### config.mk
export PLATFORM = sky130hd
export DESIGN_NAME = nv_nvdla_pdp_wdma_dat_pack
export DESIGN_NICKNAME = d
export VERILOG_FILES = /design/src/rtl/nv_nvdla_pdp_pkg.sv /design/src/rtl/nv_nvdla_pdp_wdma_cube_cnt.sv /design/src/rtl/nv_nvdla_pdp_wdma_dat_pack.sv
export SDC_FILE = /design/constraint.sdc
export NUM_CORES = 1
export LEC_CHECK = 0
export ABC_AREA = 1
export ABC_CLOCK_PERIOD_IN_PS = 2500
export BUFFER_PORTS_ARGS = -buffer_cell sky130_fd_sc_hd__buf_4
export CAP_MARGIN = 25
export CORE_UTILIZATION = 35
export DETAILED_ROUTE_END_ITERATION = 7
export GPL_TIMING_DRIVEN = 0
export HOLD_SLACK_MARGIN = 0.05
export PLACE_DENSITY_LB_ADDON = 0.2
export SETUP_SLACK_MARGIN = 0.02
export SYNTH_ARGS = -nofsm -noshare
export SYNTH_HDL_FRONTEND = slang
export SYNTH_SLANG_ARGS = --single-unit
### constraint.sdc
create_clock -name nvdla_core_clk -period 2.5 [get_ports nvdla_core_clk]
set_input_delay 0.5 -clock nvdla_core_clk [delete_from_list [all_inputs] [get_ports nvdla_core_clk]]
set_output_delay 0.5 -clock nvdla_core_clk [all_outputs]
set_load 0.03 [all_outputs]
### src/rtl/nv_nvdla_pdp_pkg.sv
// Shared PDP definitions: atom/beat geometry, write-data packer FSM states
// and the packed output beat record.
package nv_nvdla_pdp_pkg;

  localparam int ATOM_W = 64;
  localparam int LANES  = 4;

  typedef enum logic [1:0] {
    ST_IDLE  = 2'd0,
    ST_RUN   = 2'd1,
    ST_DRAIN = 2'd2,
    ST_DONE  = 2'd3
  } pdp_wdma_pack_state_e;

  typedef struct packed {
    logic [ATOM_W*LANES-1:0] data;
    logic [LANES-1:0]        mask;
    logic                    last;
  } pdp_wdma_beat_t;

endpackage

### src/rtl/nv_nvdla_pdp_wdma_cube_cnt.sv
// Output-cube position tracker: shadow config plus w/h/surface counters,
// flags the final atom of the layer.
module nv_nvdla_pdp_wdma_cube_cnt (
  input  logic        nvdla_core_clk,
  input  logic        nvdla_core_rstn,
  input  logic        start,
  input  logic        adv,
  input  logic [12:0] cfg_width,
  input  logic [12:0] cfg_height,
  input  logic [9:0]  cfg_surf,
  output logic        is_last_atom
);

  logic [12:0] width_sh;
  logic [12:0] height_sh;
  logic [9:0]  surf_sh;
  logic [12:0] w_cnt;
  logic [12:0] h_cnt;
  logic [9:0]  s_cnt;

  always_ff @(posedge nvdla_core_clk or negedge nvdla_core_rstn) begin
    if (!nvdla_core_rstn) begin
      width_sh  <= '0;
      height_sh <= '0;
      surf_sh   <= '0;
      w_cnt     <= '0;
      h_cnt     <= '0;
      s_cnt     <= '0;
    end else if (start) begin
      width_sh  <= cfg_width;
      height_sh <= cfg_height;
      surf_sh   <= cfg_surf;
      w_cnt     <= '0;
      h_cnt     <= '0;
      s_cnt     <= '0;
    end else if (adv) begin
      // w fastest, then h, then surface
      if (w_cnt == width_sh) begin
        w_cnt <= '0;
        if (h_cnt == height_sh) begin
          h_cnt <= '0;
          s_cnt <= s_cnt + 10'd1;
        end else begin
          h_cnt <= h_cnt + 13'd1;
        end
      end else begin
        w_cnt <= w_cnt + 13'd1;
      end
    end
  end

  assign is_last_atom = (w_cnt == width_sh) && (h_cnt == height_sh) && (s_cnt == surf_sh);

endmodule

### src/rtl/nv_nvdla_pdp_wdma_dat_pack.sv
// PDP write-DMA data packer: gathers LANES pooled atoms into one masked
// write-data beat, flushes the partial final beat and pulses layer done.
//
// state    | meaning
// ST_IDLE  | waiting for op_en rising edge
// ST_RUN   | accepting atoms and packing beats
// ST_DRAIN | last atom taken, waiting for the last beat to handshake
// ST_DONE  | one-cycle dp2reg_done pulse
module nv_nvdla_pdp_wdma_dat_pack #(
  parameter int ATOM_W = 64,
  parameter int LANES  = 4
) (
  input  logic                    nvdla_core_clk,
  input  logic                    nvdla_core_rstn,
  input  logic                    reg2dp_op_en,
  input  logic [12:0]             reg2dp_cube_out_width,
  input  logic [12:0]             reg2dp_cube_out_height,
  input  logic [12:0]             reg2dp_cube_out_channel,
  input  logic                    pdp_dp2wdma_valid,
  output logic                    pdp_dp2wdma_ready,
  input  logic [ATOM_W-1:0]       pdp_dp2wdma_pd,
  output logic                    dma_wr_dat_valid,
  input  logic                    dma_wr_dat_ready,
  output logic [ATOM_W*LANES-1:0] dma_wr_dat_data,
  output logic [LANES-1:0]        dma_wr_dat_mask,
  output logic                    dma_wr_dat_last,
  output logic                    dp2reg_done
);
  import nv_nvdla_pdp_pkg::*;

  localparam int LANE_W = $clog2(LANES);
  localparam int BEAT_W = ATOM_W * LANES;

  pdp_wdma_pack_state_e state, state_nxt;
  logic                 op_en_d;
  logic [LANE_W-1:0]    lane_idx;
  logic [BEAT_W-1:0]    pack_data, pack_data_nxt;
  logic [LANES-1:0]     pack_mask, pack_mask_nxt;
  pdp_wdma_beat_t       out_beat;
  logic                 out_valid;
  logic                 start;
  logic                 is_last_atom;
  logic                 completes;
  logic                 atom_acc;
  logic                 beat_acc;
  logic                 unused_cfg;

  assign unused_cfg = ^reg2dp_cube_out_channel[2:0];

  assign start     = (state == ST_IDLE) && reg2dp_op_en && !op_en_d;
  assign completes = (lane_idx == LANE_W'(LANES - 1)) || is_last_atom;
  // completing atom may only enter when the output slot is free or draining now
  assign pdp_dp2wdma_ready = (state == ST_RUN) && (!completes || !out_valid || dma_wr_dat_ready);
  assign atom_acc  = pdp_dp2wdma_valid && pdp_dp2wdma_ready;
  assign beat_acc  = out_valid && dma_wr_dat_ready;

  nv_nvdla_pdp_wdma_cube_cnt u_cube_cnt (
    .nvdla_core_clk  (nvdla_core_clk),
    .nvdla_core_rstn (nvdla_core_rstn),
    .start           (start),
    .adv             (atom_acc),
    .cfg_width       (reg2dp_cube_out_width),
    .cfg_height      (reg2dp_cube_out_height),
    .cfg_surf        (reg2dp_cube_out_channel[12:3]),
    .is_last_atom    (is_last_atom)
  );

  always_comb begin
    pack_data_nxt = pack_data;
    pack_mask_nxt = pack_mask;
    pack_data_nxt[lane_idx*ATOM_W +: ATOM_W] = pdp_dp2wdma_pd;
    pack_mask_nxt[lane_idx] = 1'b1;
  end

  always_ff @(posedge nvdla_core_clk or negedge nvdla_core_rstn) begin
    if (!nvdla_core_rstn) begin
      op_en_d   <= 1'b0;
      lane_idx  <= '0;
      pack_data <= '0;
      pack_mask <= '0;
    end else begin
      op_en_d <= reg2dp_op_en;
      if (start || (atom_acc && completes)) begin
        lane_idx  <= '0;
        pack_data <= '0;
        pack_mask <= '0;
      end else if (atom_acc) begin
        lane_idx  <= lane_idx + LANE_W'(1);
        pack_data <= pack_data_nxt;
        pack_mask <= pack_mask_nxt;
      end
    end
  end

  always_ff @(posedge nvdla_core_clk or negedge nvdla_core_rstn) begin
    if (!nvdla_core_rstn) begin
      out_valid <= 1'b0;
      out_beat  <= '0;
    end else if (atom_acc && completes) begin
      out_valid     <= 1'b1;
      out_beat.data <= pack_data_nxt;
      out_beat.mask <= pack_mask_nxt;
      out_beat.last <= is_last_atom;
    end else if (beat_acc) begin
      out_valid <= 1'b0;
    end
  end

  assign dma_wr_dat_valid = out_valid;
  assign dma_wr_dat_data  = out_beat.data;
  assign dma_wr_dat_mask  = out_beat.mask;
  assign dma_wr_dat_last  = out_beat.last;
  assign dp2reg_done      = (state == ST_DONE);

  always_ff @(posedge nvdla_core_clk or negedge nvdla_core_rstn) begin
    if (!nvdla_core_rstn) state <= ST_IDLE;
    else                  state <= state_nxt;
  end

  always_comb begin
    state_nxt = state;
    case (state)
      ST_IDLE:  if (start) state_nxt = ST_RUN;
      ST_RUN:   if (atom_acc && is_last_atom) state_nxt = ST_DRAIN;
      ST_DRAIN: if (beat_acc && out_beat.last) state_nxt = ST_DONE;
      ST_DONE:  state_nxt = ST_IDLE;
      default:  state_nxt = ST_IDLE;
    endcase
  end

endmodule
Word-level counts from Yosys, hierarchy flattened
Cells that the tools add are included.

Add/subtract/negate cells: 5. Order comparisons: 2. Equal/unequal tests: 10. Shifts and indexed selects: 2. Multiplexer cells: 26. Bitwise operators: 1. Reductions and logical operators: 27.

Operators by type and width (count): 256-bit two-way mux (2); 256-bit bitwise mux (1); 64-bit by 34-bit variable shift with 256-bit output, first input constant (1); 64-bit by 34-bit variable part select with 256-bit output (1); 13-bit two-way mux (7); 10-bit two-way mux (4); 8-bit negation with 34-bit output (1); 13-bit by 1-bit adder with 13-bit output, second input constant (2); 13-bit equality test (2); 1-bit logical AND (11); 10-bit by 1-bit adder with 10-bit output, second input constant (1); 10-bit equality test (1); 2-bit two-way mux (5); 2-bit nonzero test (5); 4-bit two-way mux (2); 2-bit one-hot mux with 4 select lines (1); 2-bit equality test, second input constant (3); 3-bit AND reduction (2); 1-bit logical OR (4); 2-bit inequality test, second input constant (2); 4-bit bitwise OR (1); 1-bit logical NOT (3); 2-bit by 3-bit < comparator with 1-bit output, second input constant (1); 1-bit two-way mux (3); other kinds (7) (7).

Bits in registers: 599. Bits of input ports: 108. Output and inout port bits: 264. Logic and storage cells: 88.

Longest topological paths before layout
Gate-level depths: netlist (run 1).

Word-level depth: 12. Gate-level depth with buffers: 17. Depth with buffers taken out: 16.

By module
A second synthesis (run 1) with hierarchy kept.

Cell total of the unflattened synthesis: 3597. Area total of the unflattened synthesis: 27931.8 um^2.

Modules (own cells, without submodules): nv_nvdla_pdp_wdma_dat_pack (instances 1, cells an instance 3036, area an instance 23892.9 um^2, sequential area each 13187.6 um^2); nv_nvdla_pdp_wdma_cube_cnt (instances 1, cells an instance 561, area an instance 4038.9 um^2, sequential area each 1801.7 um^2).

Least setup slack after synthesis (run 1)
OpenSTA, ideal clock, no wires.

Path type: register -> register. From: register lane_idx[0]. To: register pack_data[160]. Library setup time: 116 ps. Data arrival time: 2587 ps. Required time: 2384 ps. Slack: -204 ps. Cell stages (with the launch flop): 13. Path buffers: 5. Period minus slack after synthesis: 2704 ps. Cells stage by stage: dfrtp_1 clkbuf_1 clkinv_1 clkbuf_1 ha_1 clkbuf_1 clkbuf_1 clkinv_1 buf_1 a32oi_1 inv_1 nand2_1 nand2_1.

Word-level cells in the longest chain between the ends: 10. Elaborated cells on any way between the ends: 16. Those cells by class: add/sub: 1; eq/ne: 1; shift: 2; mux: 3; reduce/logical: 9.

RTL lines: start, declared (line nv_nvdla_pdp_wdma_dat_pack.sv:36) `logic [LANE_W-1:0] lane_idx;`; start signal, assigned (line nv_nvdla_pdp_wdma_dat_pack.sv:88) `lane_idx <= lane_idx + LANE_W'(1);`; branches (longest 10 deep; another with 8-bit negation with 34-bit output); end signal, assigned (line nv_nvdla_pdp_wdma_dat_pack.sv:89) `pack_data <= pack_data_nxt;`; end, declared (line nv_nvdla_pdp_wdma_dat_pack.sv:37) `logic [BEAT_W-1:0] pack_data, pack_data_nxt;`.

Several ways; the timed one is not identified. The select of a mux whose other input is x is not followed. A chain may end at the register's enable or synchronous reset.

Worst setup path after layout (run 1)
From: register u_cube_cnt.w_cnt[5]. To: output pdp_dp2wdma_ready.

Word-level cells in the longest chain between the ends: 8.

RTL lines: start, declared (line nv_nvdla_pdp_wdma_cube_cnt.sv:17) `logic [12:0] w_cnt;`; start signal, assigned (line nv_nvdla_pdp_wdma_cube_cnt.sv:47) `w_cnt <= w_cnt + 13'd1;`; 13-bit equality test (line nv_nvdla_pdp_wdma_cube_cnt.sv:52) `assign is_last_atom = (w_cnt == width_sh) && (h_cnt == height_sh) && (s_cnt == surf_sh);`; 1-bit logical AND (2 in a row) (line nv_nvdla_pdp_wdma_cube_cnt.sv:52); 1-bit logical OR (line nv_nvdla_pdp_wdma_dat_pack.sv:51) `assign completes = (lane_idx == LANE_W'(LANES - 1)) || is_last_atom;`; 1-bit logical NOT (line nv_nvdla_pdp_wdma_dat_pack.sv:53) `assign pdp_dp2wdma_ready = (state == ST_RUN) && (!completes || !out_valid || dma_wr_dat_ready);`; 1-bit logical OR (2 in a row) (line nv_nvdla_pdp_wdma_dat_pack.sv:53); 1-bit logical AND (line nv_nvdla_pdp_wdma_dat_pack.sv:53); end, declared (line nv_nvdla_pdp_wdma_dat_pack.sv:20) `output logic pdp_dp2wdma_ready,`.

No other way between the ends.

==> reports/metrics.yaml, run 1 <==
outcome:
  violations: "setup timing"
  status: "finished with violations"
critical_path:
  worstPathCellList: "xor2_1 > nor2_2 > nand3_2 > nor2_4 > nand3_4 > nand2_4 > a21boi_4 > buf_6"
  max_stage_delay_ns: 0.44
  rr_endpoint: "pack_data[3]"
  worstPathRequired_ns: 2.00
  regToRegSetupSlack_ns: 0
  start_kind: "flip-flop"
  end_kind: "primary output"
  slowest_stage: "dfrtp_2"
  r2r_cells: 15
  cp.buffers_inverters: 1
  critPathMaxFanout: 5
  crit-reg2reg-launch: "u_cube_cnt.w_cnt[5]"
  arrival_ns: 2.07
  path_class: "flip-flop to primary output"
  crit_family: "simple AND/OR/NAND/NOR gates"
yosys:
  synth_xor_area_share_pct: 0.857
  syn-cell-area_um2: 27600
  syn_avg_cell_area_um2: 8.13
  synth-compound-area-share_pct: 13.4
  synth_most_common_cell: "nand2_1"
  synth.top_cells.by_count: "1,262 x nand2_1, 599 x dfrtp_1, 470 x inv_1"
  syn_inst: 3395
  synth_edf_count: 0
  synth_area_leaders: "dfrtp_1 54%, nand2_1 17%, inv_1 6.4%"
  synth_top_family_by_area: "simple AND/OR/NAND/NOR gates"
  synth-simple-area-share_pct: 20.5
  synth_warnings: 0
  synth_adder_area_share_pct: 0.680
  ys_ff_latch: 599
  ys_types: 38
  synth_top_area_share_pct: 54.3
  synth-main-ff-cell: "dfrtp_1"
  async_flop_share_pct: 100
  ys_seq_area_share_pct: 54.3
  yosys.area.top_type: "dfrtp_1"
  synth.area.mux_share_pct: 0
  syn_nets: 3518
drt:
  drt_wl_total_um: 97600
  vias_per_cell: 4.86
  ant_nets: 0
  drtIter0Drc: 1786
  wl_per_cell_um: 19.6
  drc: 0
  first_pass_iters: 5
  vias: 24166
clock_network:
  clkSlewWorstSetupHoldPaths_ns: 0.06
  cts-buffers-inserted: 72
  insertion_delay_ns: 0.61
  cts_tree: "done"
  htree_levels: 3
  clock_sinks: 599
  clockRootBuffer: "clkbuf_16"
  cts_max_path_buffers: 3
min_path:
  min-delay-path-class: "primary input to flip-flop"
  worstHoldEndpoint: "u_cube_cnt.surf_sh[4]"
  min_path_cells: 3
  holdCritStartpoint: "reg2dp_cube_out_channel[7]"
placement:
  dp_hpwl_um: 70500
  placed_cells: 4811
  numPortBuffers: 368
  place_congestion: 0.891
floorplanning:
  initial_core_util_pct: 35.5
  dieHeight_um: 283
  fp.dieW_um: 283
  ios: 372
  num_rows: 102
  core-area_um2: 77700
  die_area_um2: 80000
layout:
  antenna_cells: 0
  post-route-util_pct: 46.0
  area_delta_synth_final_pct: 29.6
  instances_no_fill: 4973
  layout.nets: 4000
  drive_gt1_share_pct: 22.9
sta:
  final_hold_viol_count: 0
  setup_violations: 2
  tightestPinTransition_ns: 0.782
  fin_crit_ns: 2.57
  slew_headroom_pct: 47.9
  period_share_pct: 103
  rsz0062_at_grt: "true"
  clock_skew_ns: 0.0226
  slew_viol_final: 0
  fin_ws_ns: -0.0736
  fin_hold_ws_ns: 0.0927
  fmax_mhz: 389
power_and_ir_drop:
  leakagePower_uw: 0.0180
  powerDensity_nw_per_um2: 1220
  irDropWorstVdd_mv: 0.544
global_route:
  antenna_found_initial: 1
  first_global_vias: 23460
  grt_usage_pct: 24.3
  grt_pass1_wl_um: 146000
  grt_overflow: 0
  grt_max_degree: 112
flow_run:
  drv_cap: 0
## through the flow
step                      TNS (ns)  power (µW)  cell area (µm²)  setup WS (ns)
after floorplan              -1.01       24700            27600        -0.0235
after global placement    -4411.68       31100            31700          -6.24
after detailed placement   -765.23       31300            31900          -2.03
after CTS                    -1.21       43600            35400         -0.173
after global routing        -23.36       46100            35800         -0.185
final                      -0.0775       43700            35800        -0.0736
## worst max-delay path by stage
stage / startpoint / endpoint / slack (ns) / depth (start not counted)
after global routing: u_cube_cnt.s_cnt[4] / pdp_dp2wdma_ready / -0.18 / 10
final: u_cube_cnt.w_cnt[5] / pdp_dp2wdma_ready / -0.07 / 8
after global placement: nvdla_core_rstn / dma_wr_dat_data[249] / -6.24 / 1
after detailed placement: lane_idx[0] / pack_data[48] / -2.03 / 11
after CTS: u_cube_cnt.h_cnt[9] / pdp_dp2wdma_ready / -0.17 / 11
after floorplan: lane_idx[0] / pack_data[221] / -0.02 / 11
## logic make-up after synthesis
kind of cell / after synthesis
AOI/OAI and AO/OA: 598
xor gates and xnor gates: 27
adders and majority gates: 15
buffers and inverters: 690
DFF: 599
and+or+nand+nor: 1466
## what timing repair did
| item | in CTS | in global routing |
|---|---|---|
| pin swaps | 7 | 20 |
| setup buffers | 18 | 12 |
| endpoints found under the setup margin | 549 | 658 |
| cloned | 2 | 3 |
| hold buffers | 2 | 0 |
| endpoints found under the hold margin | 73 | 0 |
| gates resized for setup | 220 | 95 |
## layer usage
layer	track usage, %	vias up	wire [µm]
li1	-	11596	-
met1	34.3	11821	44700
met2	39.1	624	45500
met3	3.56	125	4780
met4	6.38	0	2670
met5	0	-	0
## area by class of cell
type | count | area [µm²]
Tap cell | 1040 | 1300
Clock buffer | 106 | 2190
Timing Repair Buffer | 410 | 3370
Sequential cell | 599 | 15000
Buffer | 194 | 1490
Inverter | 494 | 1870
Clock inverter | 24 | 319
Fill cell | 7782 | 41900
Multi-Input combinational cell | 2106 | 10200
## sequential cells by signal, indices dropped and copies added, names as in the netlist
register              flops
state                     2
u_cube_cnt.s_cnt         10
pack_mask                 4
u_cube_cnt.height_sh     13
dma_wr_dat_data         256
u_cube_cnt.width_sh      13
dma_wr_dat_last           1
dma_wr_dat_mask           4
u_cube_cnt.h_cnt         13
lane_idx                  2
pack_data               256
dma_wr_dat_valid          1
op_en_d                   1
u_cube_cnt.w_cnt         13
u_cube_cnt.surf_sh       10
## worst reg2reg max path, delay by kind of cell (launching register included)
family	cells	cell delay, ns
buffers and inverters	4	0.72
AOI/OAI and AO/OA	1	0.06
and+or+nand+nor	9	0.98
DFF	1	0.44
xor gates and xnor gates	1	0.18
## where the power goes
| group | total [µW] | leakage [µW] | internal [µW] | switching [µW] |
|---|---|---|---|---|
| combinational | 18100 | 0.00861 | 6130 | 12000 |
| clock | 11100 | 0.00124 | 6810 | 4340 |
| sequential | 14400 | 0.00817 | 12700 | 1700 |
| total | 43700 | 0.0180 | 25600 | 18000 |
## layout by cell type, fill, tap and decap left out, types with 7 or more instances in the layout
master and n:
o21ai_2 92, clkbuf_2 32, clkbuf_8 29, ha_1 13, nand3_1 20, buf_4 401
buf_12 16, o22ai_2 31, dfrtp_2 11, a32oi_1 17, o21ai_0 87, nand2_1 1230
clkbuf_1 56, clkbuf_4 19, inv_2 18, nor2_1 130, xor2_1 23, buf_2 40
dfrtp_1 588, clkinv_2 17, inv_1 466, buf_6 13, nor3_1 13, o21ai_1 154
buf_8 11, o22ai_1 207, nand2_2 34, bufinv_16 7, clkbuf_16 81, buf_16 9
Note: power is estimated with default switching activity, not from simulation.
==> inputs of run 2 (changes only) <==
Settings changed: BUFFER_PORTS_ARGS -buffer_cell sky130_fd_sc_hd__buf_4 to not set, DONT_BUFFER_PORTS set to 1.
==> run 2 against run 1 <==
  * The flow finishes with violations (hold timing, slew limit)
  * Fmax increased by 4.1%
  * Largest cell class unchanged
  * Highest routed layer is now met5
  * Total power down 7.0%
  * Design area fell by 7.1%
==> reports/metrics.yaml, run 2 (same netlist as run 1, synthesis figures left out) <==
outcome:
  status: "finished with violations"
  violations: "hold timing, slew limit"
placement:
  place_congestion: 0.844  # -5.3%
  placed_cells: 4438  # -7.8%
  dp_hpwl_um: 68300  # -3.0%
  numPortBuffers: 0  # -100%
sta:
  fin_hold_ws_ns: -0.394  # -0.487 ns
  fin_crit_ns: 2.47  # -0.101 ns
  tightestPinTransition_ns: 2.73  # +1.95 ns
  final_hold_viol_count: 322  # +322
  period_share_pct: 98.9  # -4.0 points
  clock_skew_ns: 0.0201  # -0.00247 ns
  slew_headroom_pct: -82.0  # -130 points
  fmax_mhz: 404  # +4.1%
  slew_viol_final: 306  # +306
  rsz0062_at_grt: "true"
  setup_violations: 0  # -2
power_and_ir_drop:
  switchingPower_uw: 17300  # -4.1%
  leakagePower_uw: 0.0162  # -9.9%
  powerDensity_nw_per_um2: 1220  # +0.10%
  irDropWorstVdd_mv: 0.686  # +26%
  pwr-share-comb_pct: 30.2  # -11 points
  internal_power_uw: 23300  # -9.0%
  power_frac_clock_pct: 26.5  # +1.0 points
  pwr-share-seq_pct: 43.3  # +10 points
  p_sw_share_pct: 42.5  # +1.3 points
clock_network:
  clkSlewWorstSetupHoldPaths_ns: 0.06  # about the same
  insertion_delay_ns: 0.61  # about the same
  cts_max_path_buffers: 3  # unchanged
  cts-buffers-inserted: 71  # -1.4%
  cts_tree: "done"
  clock_sinks: 599  # unchanged
  clockRootBuffer: "clkbuf_16"
  hold_buffers: 38  # +36
  htree_levels: 3  # unchanged
drt:
  first_pass_iters: 5  # unchanged
  wl_per_cell_um: 20.8  # +5.7%
  drt_wl_total_um: 96400  # -1.3%
  vias: 22866  # -5.4%
  ant_nets: 0  # unchanged
  drc: 0  # unchanged
  vias_per_cell: 4.92  # +1.3%
  drtIter0Drc: 1921  # +7.6%
critical_path:
  arrival_ns: 1.97  # -0.10 ns
  max_stage_delay_ns: 0.42  # -0.02 ns
  end_kind: "primary output"
  start_kind: "flip-flop"
  slowest_stage: "dfrtp_1"
  critPathMaxFanout: 3  # -2
  path_class: "flip-flop to primary output"
  worstPathRequired_ns: 2.00  # about the same
  cp.buffers_inverters: 1  # unchanged
  worstPathCellList: "inv_2 > nand2_1 > o21ai_0 > nor2_1 > nand3_2 > nor2_4 > nand3_4 > nand2_4 > a21boi_4"
  crit_family: "simple AND/OR/NAND/NOR gates"
floorplanning:
  dieHeight_um: 283  # unchanged
  fp.dieW_um: 283  # unchanged
  ios: 372  # unchanged
  num_rows: 102  # unchanged
  initial_core_util_pct: 35.5  # unchanged
  die_area_um2: 80000  # unchanged
  core-area_um2: 77700  # unchanged
layout:
  drive_gt1_share_pct: 15.6  # -7.3 points
  area_delta_synth_final_pct: 20.5
  layout.nets: 3675  # -8.1%
  layout_commonest_cell: "nand2_1"
  instances_no_fill: 4644  # -6.6%
  layout_common_cells: "1,250 x nand2_1, 589 x dfrtp_1, 463 x inv_1, 190 x o22ai_1, 157 x o21ai_1"
global_route:
  grt_usage_pct: 23.8  # -0.51 points
  grt_max_degree: 600  # +440%
  antenna_found_initial: 4  # +3
  first_global_vias: 22090  # -5.8%
  grt_pass1_wl_um: 142000  # -2.7%
  grt_overflow: 0  # unchanged
flow_run:
  drv_cap: 0  # unchanged
min_path:
  min-delay-path-class: "primary input to asynchronous set/reset pin"
==> run 2: cell types whose count changed in the layout (fill, tap and decap cells not counted), sizes merged <==
cell	change
buf	-344
dlygate4sd3	+36
clkbuf	-22
clkinv	-5
inv	+3
bufbuf	+1
clkinvlp	+1
diode	+1
==> run 2: power by group through the flow <==
stage                     Clock [µW]  Sequential (µW)  Combinational [µW]
after floorplan                    0            16900                7730
after global placement             0            17700               10800
after detailed placement           0            17800               10900
after CTS                      11000            17600               11800
after global routing           11400            17900               13600
final                          10800            17600               12200
==> run 2: final timing paths <==
path,startpoint,end,slack [ns],cells past startpoint
max in group asynchronous,nvdla_core_rstn,dma_wr_dat_data[71],0.75,0
worst min-delay path,nvdla_core_rstn,dma_wr_dat_data[19],-0.39,0
worst max register to register,u_cube_cnt.s_cnt[4],pack_data[116],0.11,16
min in group nvdla_core_clk,pdp_dp2wdma_valid,pack_mask[2],0.13,2
worst max-delay path,u_cube_cnt.s_cnt[4],pdp_dp2wdma_ready,0.03,9
worst min register to register,pack_data[159],pack_data[159],0.49,2
==> run 2: worst reg2reg max path, stage by stage (launching register included) <==
cell and delay (ns):
dfrtp_1 0.42, inv_2 0.07, nand2_1 0.05, o21ai_0 0.07, nor2_1 0.13, nand3_2 0.12, nor2_4 0.17, nand3_4 0.12
nand2_4 0.12, nand2_2 0.08, nand3_4 0.17, nor2_4 0.05, buf_12 0.14, bufbuf_16 0.30, buf_8 0.15, nand2_1 0.06
o21ai_1 0.06
==> run 2: area by class of cell <==
| cell class | count | area [µm²] |
|---|---|---|
| Fill cell | 7813 | 44500 |
| Sequential cell | 599 | 15000 |
| Multi-Input combinational cell | 2106 | 10400 |
| Clock buffer | 101 | 2110 |
| Inverter | 494 | 1890 |
| Buffer | 192 | 1460 |
| Tap cell | 1040 | 1300 |
| Timing Repair Buffer | 88 | 837 |
| Clock inverter | 23 | 289 |
| Antenna cell | 1 | 2.50 |
==> run 2: through the flow <==
stage / power (µW) / instance area [µm²] / util (%) / worst slack, ns / TNS [ns]
floorplan: 24700 / 27600 / - / -0.0235 / -1.01
global placement: 28500 / 28900 / 37.2 / -2.07 / -773.90
global route: 42900 / 33300 / 42.8 / -0.0823 / -1.21
finish: 40600 / 33300 / 42.8 / 0.0275 / 0
detailed placement: 28700 / 29000 / 37.3 / -2.05 / -778.34
CTS: 40400 / 32600 / 42.0 / -0.0492 / -0.0492
==> run 2: repair_timing <==
action,in CTS,in global routing
hold endpoints to repair,637,599
setup endpoints to repair,568,552
gates cloned,1,0
buffers inserted,19,27
resized for setup,193,190
pin swaps,8,28
==> run 2: metal layers <==
layer | wire length [µm] | GRT usage, %
met1 | 42000 | 32.0
met2 | 45000 | 38.1
met3 | 7050 | 5.76
met4 | 2390 | 6.81
met5 | 13 | 0
